[config.mk]
export PLATFORM = sky130hd
export DESIGN_NAME = regfile_ctrl
export DESIGN_NICKNAME = d
export VERILOG_FILES = /design/src/rtl/regfile_pkg.sv /design/src/rtl/regfile_rd_port.sv /design/src/rtl/regfile_ctrl.sv
export SDC_FILE = /design/constraint.sdc
export NUM_CORES = 1
export LEC_CHECK = 0
export ABC_AREA = 0
export CAP_MARGIN = 20
export CORE_ASPECT_RATIO = 0.9
export CORE_MARGIN = 2
export CORE_UTILIZATION = 35
export CTS_CLUSTER_DIAMETER = 120
export DETAILED_ROUTE_END_ITERATION = 12
export PLACE_DENSITY = 0.82
export SLEW_MARGIN = 25
export SYNTH_ARGS = -nofsm -noshare
export SYNTH_HDL_FRONTEND = slang
export SYNTH_SLANG_ARGS = --single-unit
[constraint.sdc]
create_clock -name clk -period 2.27 [get_ports clk]
set_clock_uncertainty 0.1 [all_clocks]
set_input_delay 0.454 -clock clk [delete_from_list [all_inputs] [get_ports clk]]
set_output_delay 0.454 -clock clk [all_outputs]
set_load 0.03 [all_outputs]
[src/rtl/regfile_pkg.sv]
// Shared widths and controller state encoding for the register-file controller slice.
package regfile_pkg;

    localparam int REG_ADDR_W = 5;
    localparam int REG_DATA_W = 32;
    localparam int REG_COUNT  = 32;

    typedef enum logic {
        RF_CLEAR,
        RF_RUN
    } rf_state_t;

endpackage

[src/rtl/regfile_rd_port.sv]
// One registered operand port: x0 zeroing, same-cycle write bypass, operand register.
module regfile_rd_port
    import regfile_pkg::*;
#(
    parameter int DATA_WIDTH = REG_DATA_W,
    parameter int ADDR_WIDTH = REG_ADDR_W
) (
    input  logic                  clk,
    input  logic                  rst,
    input  logic                  run,
    input  logic                  rd_en,
    input  logic [ADDR_WIDTH-1:0] addr,
    input  logic [DATA_WIDTH-1:0] rf_do,
    input  logic                  byp_we,
    input  logic [ADDR_WIDTH-1:0] byp_addr,
    input  logic [DATA_WIDTH-1:0] byp_data,
    output logic [DATA_WIDTH-1:0] data
);

    logic [DATA_WIDTH-1:0] operand;

    // byp_we already excludes x0, so the address-zero check only guards the RAM path.
    always_comb begin
        operand = rf_do;
        if (addr == '0) begin
            operand = '0;
        end else if (byp_we && (byp_addr == addr)) begin
            operand = byp_data;
        end
    end

    always_ff @(posedge clk) begin
        if (rst) begin
            data <= '0;
        end else if (run && rd_en) begin
            data <= operand;
        end
    end

endmodule

[src/rtl/regfile_ctrl.sv]
// Register-file controller: clears both distributed RAMs after reset, guards x0,
// and presents registered, write-bypassed rs1/rs2 operands with a valid strobe.
//
//   state    | meaning
//   ---------+-----------------------------------------------------------
//   RF_CLEAR | walking clr_cnt over every entry, writing zero; CPU ignored
//   RF_RUN   | ready; CPU writes go to RAM, reads captured into operands
module regfile_ctrl
    import regfile_pkg::*;
#(
    parameter int DATA_WIDTH = REG_DATA_W,
    parameter int ADDR_WIDTH = REG_ADDR_W
) (
    input  logic                  clk,
    input  logic                  rst,
    output logic                  ready,
    input  logic                  wr_en,
    input  logic [ADDR_WIDTH-1:0] wr_addr,
    input  logic [DATA_WIDTH-1:0] wr_data,
    input  logic                  rd_en,
    input  logic [ADDR_WIDTH-1:0] rs1_addr,
    input  logic [ADDR_WIDTH-1:0] rs2_addr,
    output logic [DATA_WIDTH-1:0] rs1_data,
    output logic [DATA_WIDTH-1:0] rs2_data,
    output logic                  rd_valid,
    output logic                  rf_we,
    output logic [ADDR_WIDTH-1:0] rf_waddr,
    output logic [DATA_WIDTH-1:0] rf_di,
    output logic [ADDR_WIDTH-1:0] rf1_raddr,
    output logic [ADDR_WIDTH-1:0] rf2_raddr,
    input  logic [DATA_WIDTH-1:0] rf1_do,
    input  logic [DATA_WIDTH-1:0] rf2_do
);

    rf_state_t             state, state_nxt;
    logic [ADDR_WIDTH-1:0] clr_cnt, clr_cnt_nxt;
    logic                  run;
    logic                  cpu_we;

    assign run       = (state == RF_RUN);
    assign cpu_we    = wr_en && (wr_addr != '0);
    assign rf1_raddr = rs1_addr;
    assign rf2_raddr = rs2_addr;

    always_ff @(posedge clk) begin
        if (rst) begin
            state    <= RF_CLEAR;
            clr_cnt  <= '0;
            rd_valid <= 1'b0;
        end else begin
            state    <= state_nxt;
            clr_cnt  <= clr_cnt_nxt;
            rd_valid <= run && rd_en;
        end
    end

    // rst gates the RAM write and ready so nothing leaks out in the cycle reset is applied.
    always_comb begin
        state_nxt   = state;
        clr_cnt_nxt = clr_cnt;
        ready       = 1'b0;
        rf_we       = 1'b0;
        rf_waddr    = wr_addr;
        rf_di       = wr_data;
        case (state)
            RF_CLEAR: begin
                rf_we       = !rst;
                rf_waddr    = clr_cnt;
                rf_di       = '0;
                clr_cnt_nxt = clr_cnt + ADDR_WIDTH'(1);
                if (clr_cnt == {ADDR_WIDTH{1'b1}}) begin
                    state_nxt = RF_RUN;
                end
            end
            RF_RUN: begin
                ready = !rst;
                rf_we = cpu_we && !rst;
            end
            default: state_nxt = RF_CLEAR;
        endcase
    end

    regfile_rd_port #(.DATA_WIDTH(DATA_WIDTH), .ADDR_WIDTH(ADDR_WIDTH)) u_rd_port1 (
        .clk      (clk),
        .rst      (rst),
        .run      (run),
        .rd_en    (rd_en),
        .addr     (rs1_addr),
        .rf_do    (rf1_do),
        .byp_we   (cpu_we),
        .byp_addr (wr_addr),
        .byp_data (wr_data),
        .data     (rs1_data)
    );

    regfile_rd_port #(.DATA_WIDTH(DATA_WIDTH), .ADDR_WIDTH(ADDR_WIDTH)) u_rd_port2 (
        .clk      (clk),
        .rst      (rst),
        .run      (run),
        .rd_en    (rd_en),
        .addr     (rs2_addr),
        .rf_do    (rf2_do),
        .byp_we   (cpu_we),
        .byp_addr (wr_addr),
        .byp_data (wr_data),
        .data     (rs2_data)
    );

endmodule

### Word level (Yosys, flattened, before mapping)

Index checks and enable logic that the tools add are counted.
Widths: inputs -> output; s select.

* output and inout bits: 114
* logic and storage cells: 29
* bits in registers: 71

* equality and inequality tests: 3
* multiplexer cells: 10
* reductions and logical operators: 9
* add/sub/neg operators: 1
* bitwise gates (word level): 1

Operator list (count)
* $mux 32: 5
* $eq 5x5->1: 2
* $logic_not 5->1: 2
* $add 5x1->5 const B: 1
* $eq 5x5->1 const B: 1
* $logic_and 1x1->1: 5
* $mux 5: 1
* $reduce_bool 5->1: 1
* $mux 1: 3
* $pmux 1 s2: 1
* $logic_not 1->1: 1
* $not 1->1: 1

### Longest topological paths before layout

Gate-level depths: netlist of run 1.

* word-level depth: 5
* gate-level depth with buffers: 7

### Cells and area by module

A second synthesis of run 1 with hierarchy kept.

* cells, all modules: 469
* area total of the unflattened synthesis: 4092.7 um2

By module, submodules not included
* regfile_rd_port: instances 2, area each 1707.9 um2, cells each 193
* regfile_ctrl: instances 1, area each 676.9 um2, cells each 83

### Worst setup path after synthesis of run 1

No wires, ideal clock.

* path type: register to output
* start: register state, in the netlist run
* end: output ready
* data required time: 1716 ps
* slack: 350 ps
* arrival time: 1366 ps
* cell stages (with the launch flop): 4
* path through: dfxtp_1 > buf_2 > buf_1 > nor2b_1

* word-level cells in the longest chain between the ends: 1

Ends and longest elaborated chain
* start: declaration: RTL line regfile_ctrl.sv:35 `rf_state_t state, state_nxt;`
* start signal: assignment: RTL line regfile_ctrl.sv:51 `state <= state_nxt;`
* $mux 1: RTL line regfile_ctrl.sv:65 `case (state)`
* end: declaration: RTL line regfile_ctrl.sv:16 `output logic ready,`

No other way between the ends.

### Worst setup path after layout of run 1

* start: input rs2_addr[2]
* end: output rf2_raddr[2]

RTL lines
* start: declaration: RTL line regfile_ctrl.sv:22 `input logic [ADDR_WIDTH-1:0] rs2_addr,`
* end: declaration: RTL line regfile_ctrl.sv:30 `output logic [ADDR_WIDTH-1:0] rf2_raddr,`

No word-level cell between the ends.

==> Flow_metrics.wiki, run 1 <==
{| class="wikitable"
! Metric !! Value
|-
| Result of the run || finished, final reports clean
|-
| Cell with the most instances after synthesis || sky130_fd_sc_hd__nand2_1
|-
| Fin. Hold Viols || 0
|-
| Count of vias placed by the detailed router || 4412
|-
| Setup repair after global routing missed its margin || false
|-
| Sink count of the clock tree || 71
|-
| Buffers from clock root to sink, at most || 2
|-
| Most frequently used flop master after synthesis || sky130_fd_sc_hd__dfxtp_1
|-
| Max Used Layer || met4
|-
| Met2 routed WL || 7.24 mm
|-
| Most used cell, CP || sky130_fd_sc_hd__clkdlybuf4s50_1
|-
| Via count of the first global-routing pass || 4545
|-
| Clk Tree Root Cell || sky130_fd_sc_hd__clkbuf_16
|-
| Portion of synthesized cell area occupied by the leading cell type || 0.351
|-
| Routed metal-1 wirelength || 6.07 mm
|-
| FP Rows || 37
|-
| Cell area after technology mapping || 0.00404 sq mm
|-
| Final core area utilization || 0.591
|-
| Peak supply drop || 0.253 mV
|-
| WP data required || 1.72 ns
|-
| Antenna cells || 0
|-
| Starting density of the core || 0.357
|-
| Type of destination of the critical path || primary output
|-
| Peak per-stage delay on the critical path || 0.70 ns
|-
| Antenna violations before repair || 0
|-
| Portion of the clock cycle consumed by the worst path in the final layout || 0.988
|-
| Clock-pin slew of the registers on the worst-case setup and hold paths || 0.05 ns
|-
| Global placer's final weighted congestion || 0.857
|-
| Hold Path Depth || 2
|-
| Startpoint type of the worst setup path || input pin
|-
| Latest clock arrival within the worst-skew pair || 0.32 ns
|-
| Post-synthesis async set-or-reset flop share || 0
|-
| Tot GR Track Use || 0.228
|-
| Area contributors post-synth || sky130_fd_sc_hd__dfxtp_1 (35%), sky130_fd_sc_hd__o211ai_2 (19%), sky130_fd_sc_hd__nand2_1 (12%), sky130_fd_sc_hd__nand4_1 (9.9%), sky130_fd_sc_hd__and2_1 (5.1%)
|-
| Total power per unit cell area || 436 mW/mm^2
|-
| Maximum number of pins on one net before global-route repair || 38
|-
| Met3 routed WL || 1.02 mm
|-
| Max-slew violation total from the final report || 0
|-
| Startpoint of the worst setup timing path || rs2_addr[2]
|-
| Aggregate global routing overflow || 0
|-
| Highest clock rate || 446 MHz
|-
| Maximum fanout along the worst path || 3
|-
| Worst path slowest cell || sky130_fd_sc_hd__clkdlybuf4s50_1
|-
| Num ports || 229
|-
| Origin of the worst min-delay path || u_rd_port2.data[24]
|-
| H-Tree Level Count || 3
|-
| DIE AREA || 0.0124 sq mm
|-
| Net count reported at finish || 797
|-
| Worst rel slew slack || 0.739
|-
| Number of flops mapped to enable cells by yosys || 0
|-
| First-pass GRT wire length || 22.9 mm
|-
| Hold buffer count at cts || 0
|-
| Setup TNS after final layout || 0 ns
|-
| Most frequent cells after synthesis || sky130_fd_sc_hd__nand2_1 (128), sky130_fd_sc_hd__dfxtp_1 (71), sky130_fd_sc_hd__nand4_1 (64)
|-
| Launching point of the worst reg2reg path || run
|-
| Ratio of cells with drive above 1 in the final layout || 0.230
|-
| ANT nets after route || 0
|-
| Final setup viols || 0
|-
| Buffers & Inverters on Critical Path || 2
|-
| Syn_nets || 585
|-
| Proportion of power drawn by flip-flops and latches || 0.431
|-
| Clk network pwr share || 0.406
|-
| Width of the chip || 117 um
|-
| CTS tree || built
|-
| Hold Path Class || reg2reg
|-
| Net Switching || 0.000715 W
|-
| 1st-iter DRT viols || 258
|-
| Post-DP HPWL || 11.0 mm
|-
| Ordered list of cells on the worst path || clkdlybuf4s50_1 > clkdlybuf4s50_1
|-
| Total DRC errors in the routed layout || 0
|-
| Measured slew at the worst slew-check pin || 0.389 ns
|-
| Die height || 106 um
|-
| Drt via density || 5.28
|-
| Total of flip-flops plus latches after synthesis || 71
|-
| Cell leakage power || 2.77 nW
|-
| Per-cell routed wire length || 17.4 um
|-
| Number of maximum-capacitance violations || 0
|-
| Most area-hungry cell type in the Yosys netlist || sky130_fd_sc_hd__dfxtp_1
|-
| Synthesized netlist cell count || 468
|-
| Min cycle time layout || 2.24 ns
|-
| Sequential-to-total area share from yosys stat || 0.351
|-
| Critical path depth || 2
|-
| Internal power summed over all cells || 0.00221 W
|-
| Top cell family by delay on the critical path || buffers and inverters
|-
| Num CTS Buffers || 9
|-
| Yosys warnings || 0
|-
| Standard cell core area || 0.0113 sq mm
|-
| Synthesis-to-finish area growth || 65.7%
|-
| Switching share of power || 0.245
|-
| Fraction of power consumed by combinational cells || 0.163
|-
| Syn_area_per_cell || 8.64 sq um
|-
| Count of cells along the worst register-to-register path || 6
|-
| Critical setup path kind || in2out
|-
| Drt total wl || 14.5 mm
|-
| Count of input and output buffers || 228
|-
| First-pass detailed-route iteration total || 5
|-
| Number of different library cells in the post-synthesis netlist || 31
|-
| Signal arrival time at the worst endpoint || 1.69 ns
|}
-- per-layer routing --
metal / up-vias / GRT usage
li1: 2068 / -
met1: 2150 / 0.270
met2: 176 / 0.397
met3: 18 / 0.0644
met4: 0 / 0.0800
met5: - / 0
-- power groups by stage --
| stage | clock (W) | sequential [W] | combinational (W) |
|---|---|---|---|
| floorplan | 0 | 0.00128 | 0.000160 |
| CTS | 0.00120 | 0.00126 | 0.000473 |
| finish | 0.00119 | 0.00126 | 0.000477 |
| global route | 0.00127 | 0.00126 | 0.000502 |
| detailed placement | 0 | 0.00128 | 0.000474 |
| global placement | 0 | 0.00128 | 0.000472 |
-- sequential cells by signal, indices dropped and copies added (netlist names) --
| register | flops |
|---|---|
| u_rd_port2.data | 32 |
| clr_cnt | 5 |
| u_rd_port1.data | 32 |
| run | 1 |
| rd_valid | 1 |
-- worst reg2reg max path, delay by kind of cell (launching register included) --
| family | cells | cell delay [ns] |
|---|---|---|
| buffers and inverters | 2 | 0.55 |
| DFF | 1 | 0.51 |
| AOI/OAI and AO/OA | 2 | 0.33 |
| and+or+nand+nor | 2 | 0.33 |
-- cell usage in the layout (no fill, tap or decap), types with 6 or more instances in the layout --
cell type                         instances
sky130_fd_sc_hd__dfxtp_1                 70
sky130_fd_sc_hd__nand4_1                 64
sky130_fd_sc_hd__o211ai_2                60
sky130_fd_sc_hd__buf_4                   59
sky130_fd_sc_hd__xor2_1                   6
sky130_fd_sc_hd__and2_1                  32
sky130_fd_sc_hd__xnor2_1                  7
sky130_fd_sc_hd__clkdlybuf4s50_1        180
sky130_fd_sc_hd__nand2_1                128
sky130_fd_sc_hd__nor2_1                   9
sky130_fd_sc_hd__clkbuf_16                9
sky130_fd_sc_hd__buf_12                  10
-- through the flow --
step / hold WS (ns) / std cells / cell area (sq um) / setup WS, ns / total power (W)
global route: 0.382 / 835 / 6700 / 0.00286 / 0.00303
CTS: 0.367 / 834 / 6680 / -0.140 / 0.00293
finish: 0.365 / 835 / 6700 / 0.0271 / 0.00292
global placement: 0.345 / 824 / 6460 / -0.410 / 0.00176
detailed placement: 0.350 / 824 / 6460 / -0.450 / 0.00176
floorplan: 0.381 / 468 / 4040 / 0.350 / 0.00144
-- path summary, 6_finish.rpt --
| check | endpoint | slack [ns] |
|---|---|---|
| hold reg to reg | u_rd_port2.data[24] | 0.37 |
| setup reg to reg | u_rd_port1.data[2] | 0.38 |
| setup / recovery | rf2_raddr[2] | 0.03 |
| hold / removal | u_rd_port2.data[24] | 0.37 |
-- cells by family after synthesis --
| logic type | count (synthesis) | share of synthesized area |
|---|---|---|
| AO/OA/AOI/OAI | 71 | 0.207 |
| XOR/XNOR | 13 | 0.0282 |
| adder cells (fa/ha/maj) | 2 | 0.00619 |
| buffers and inverters | 59 | 0.0869 |
| flip-flops | 71 | 0.351 |
| multiplexers | 7 | 0.0189 |
| AND/OR/NAND/NOR | 245 | 0.301 |
-- cell type report --
| cell class | instances | area [sq um] |
|---|---|---|
| fillers | 993 | 4640 |
| repair buffers | 257 | 2520 |
| multi-input cells | 338 | 2320 |
| flip-flops and latches | 71 | 1420 |
| clock buffers | 10 | 229 |
| well taps | 156 | 195 |
| inverters | 3 | 11.3 |
-- timing repair --
action / in CTS / in global routing
cloned: 0 / 0
resized for setup: 8 / 14
setup endpoints to repair: 6 / 4
pin swaps: 1 / 1
setup buffers: 0 / 1
(Power assumes the default switching activity.)
==> run 2: changes to the inputs <==
--- a/config.mk
+++ b/config.mk
@@ -13,7 +13,6 @@
 export CTS_CLUSTER_DIAMETER = 120
 export DETAILED_ROUTE_END_ITERATION = 12
 export PLACE_DENSITY = 0.82
-export SLEW_MARGIN = 25
 export SYNTH_ARGS = -nofsm -noshare
 export SYNTH_HDL_FRONTEND = slang
 export SYNTH_SLANG_ARGS = --single-unit
==> results of run 2 <==
No change in the layout: final DEF, timing and power equal those of run 1.
==> run 3: changes to the inputs <==
--- a/config.mk
+++ b/config.mk
@@ -11,6 +11,7 @@
 export CORE_MARGIN = 2
 export CORE_UTILIZATION = 35
 export CTS_CLUSTER_DIAMETER = 120
+export CTS_CLUSTER_SIZE = 8
 export DETAILED_ROUTE_END_ITERATION = 12
 export PLACE_DENSITY = 0.82
 export SYNTH_ARGS = -nofsm -noshare
==> results of run 3 <==
No change in the layout: final DEF, timing and power equal those of run 1.
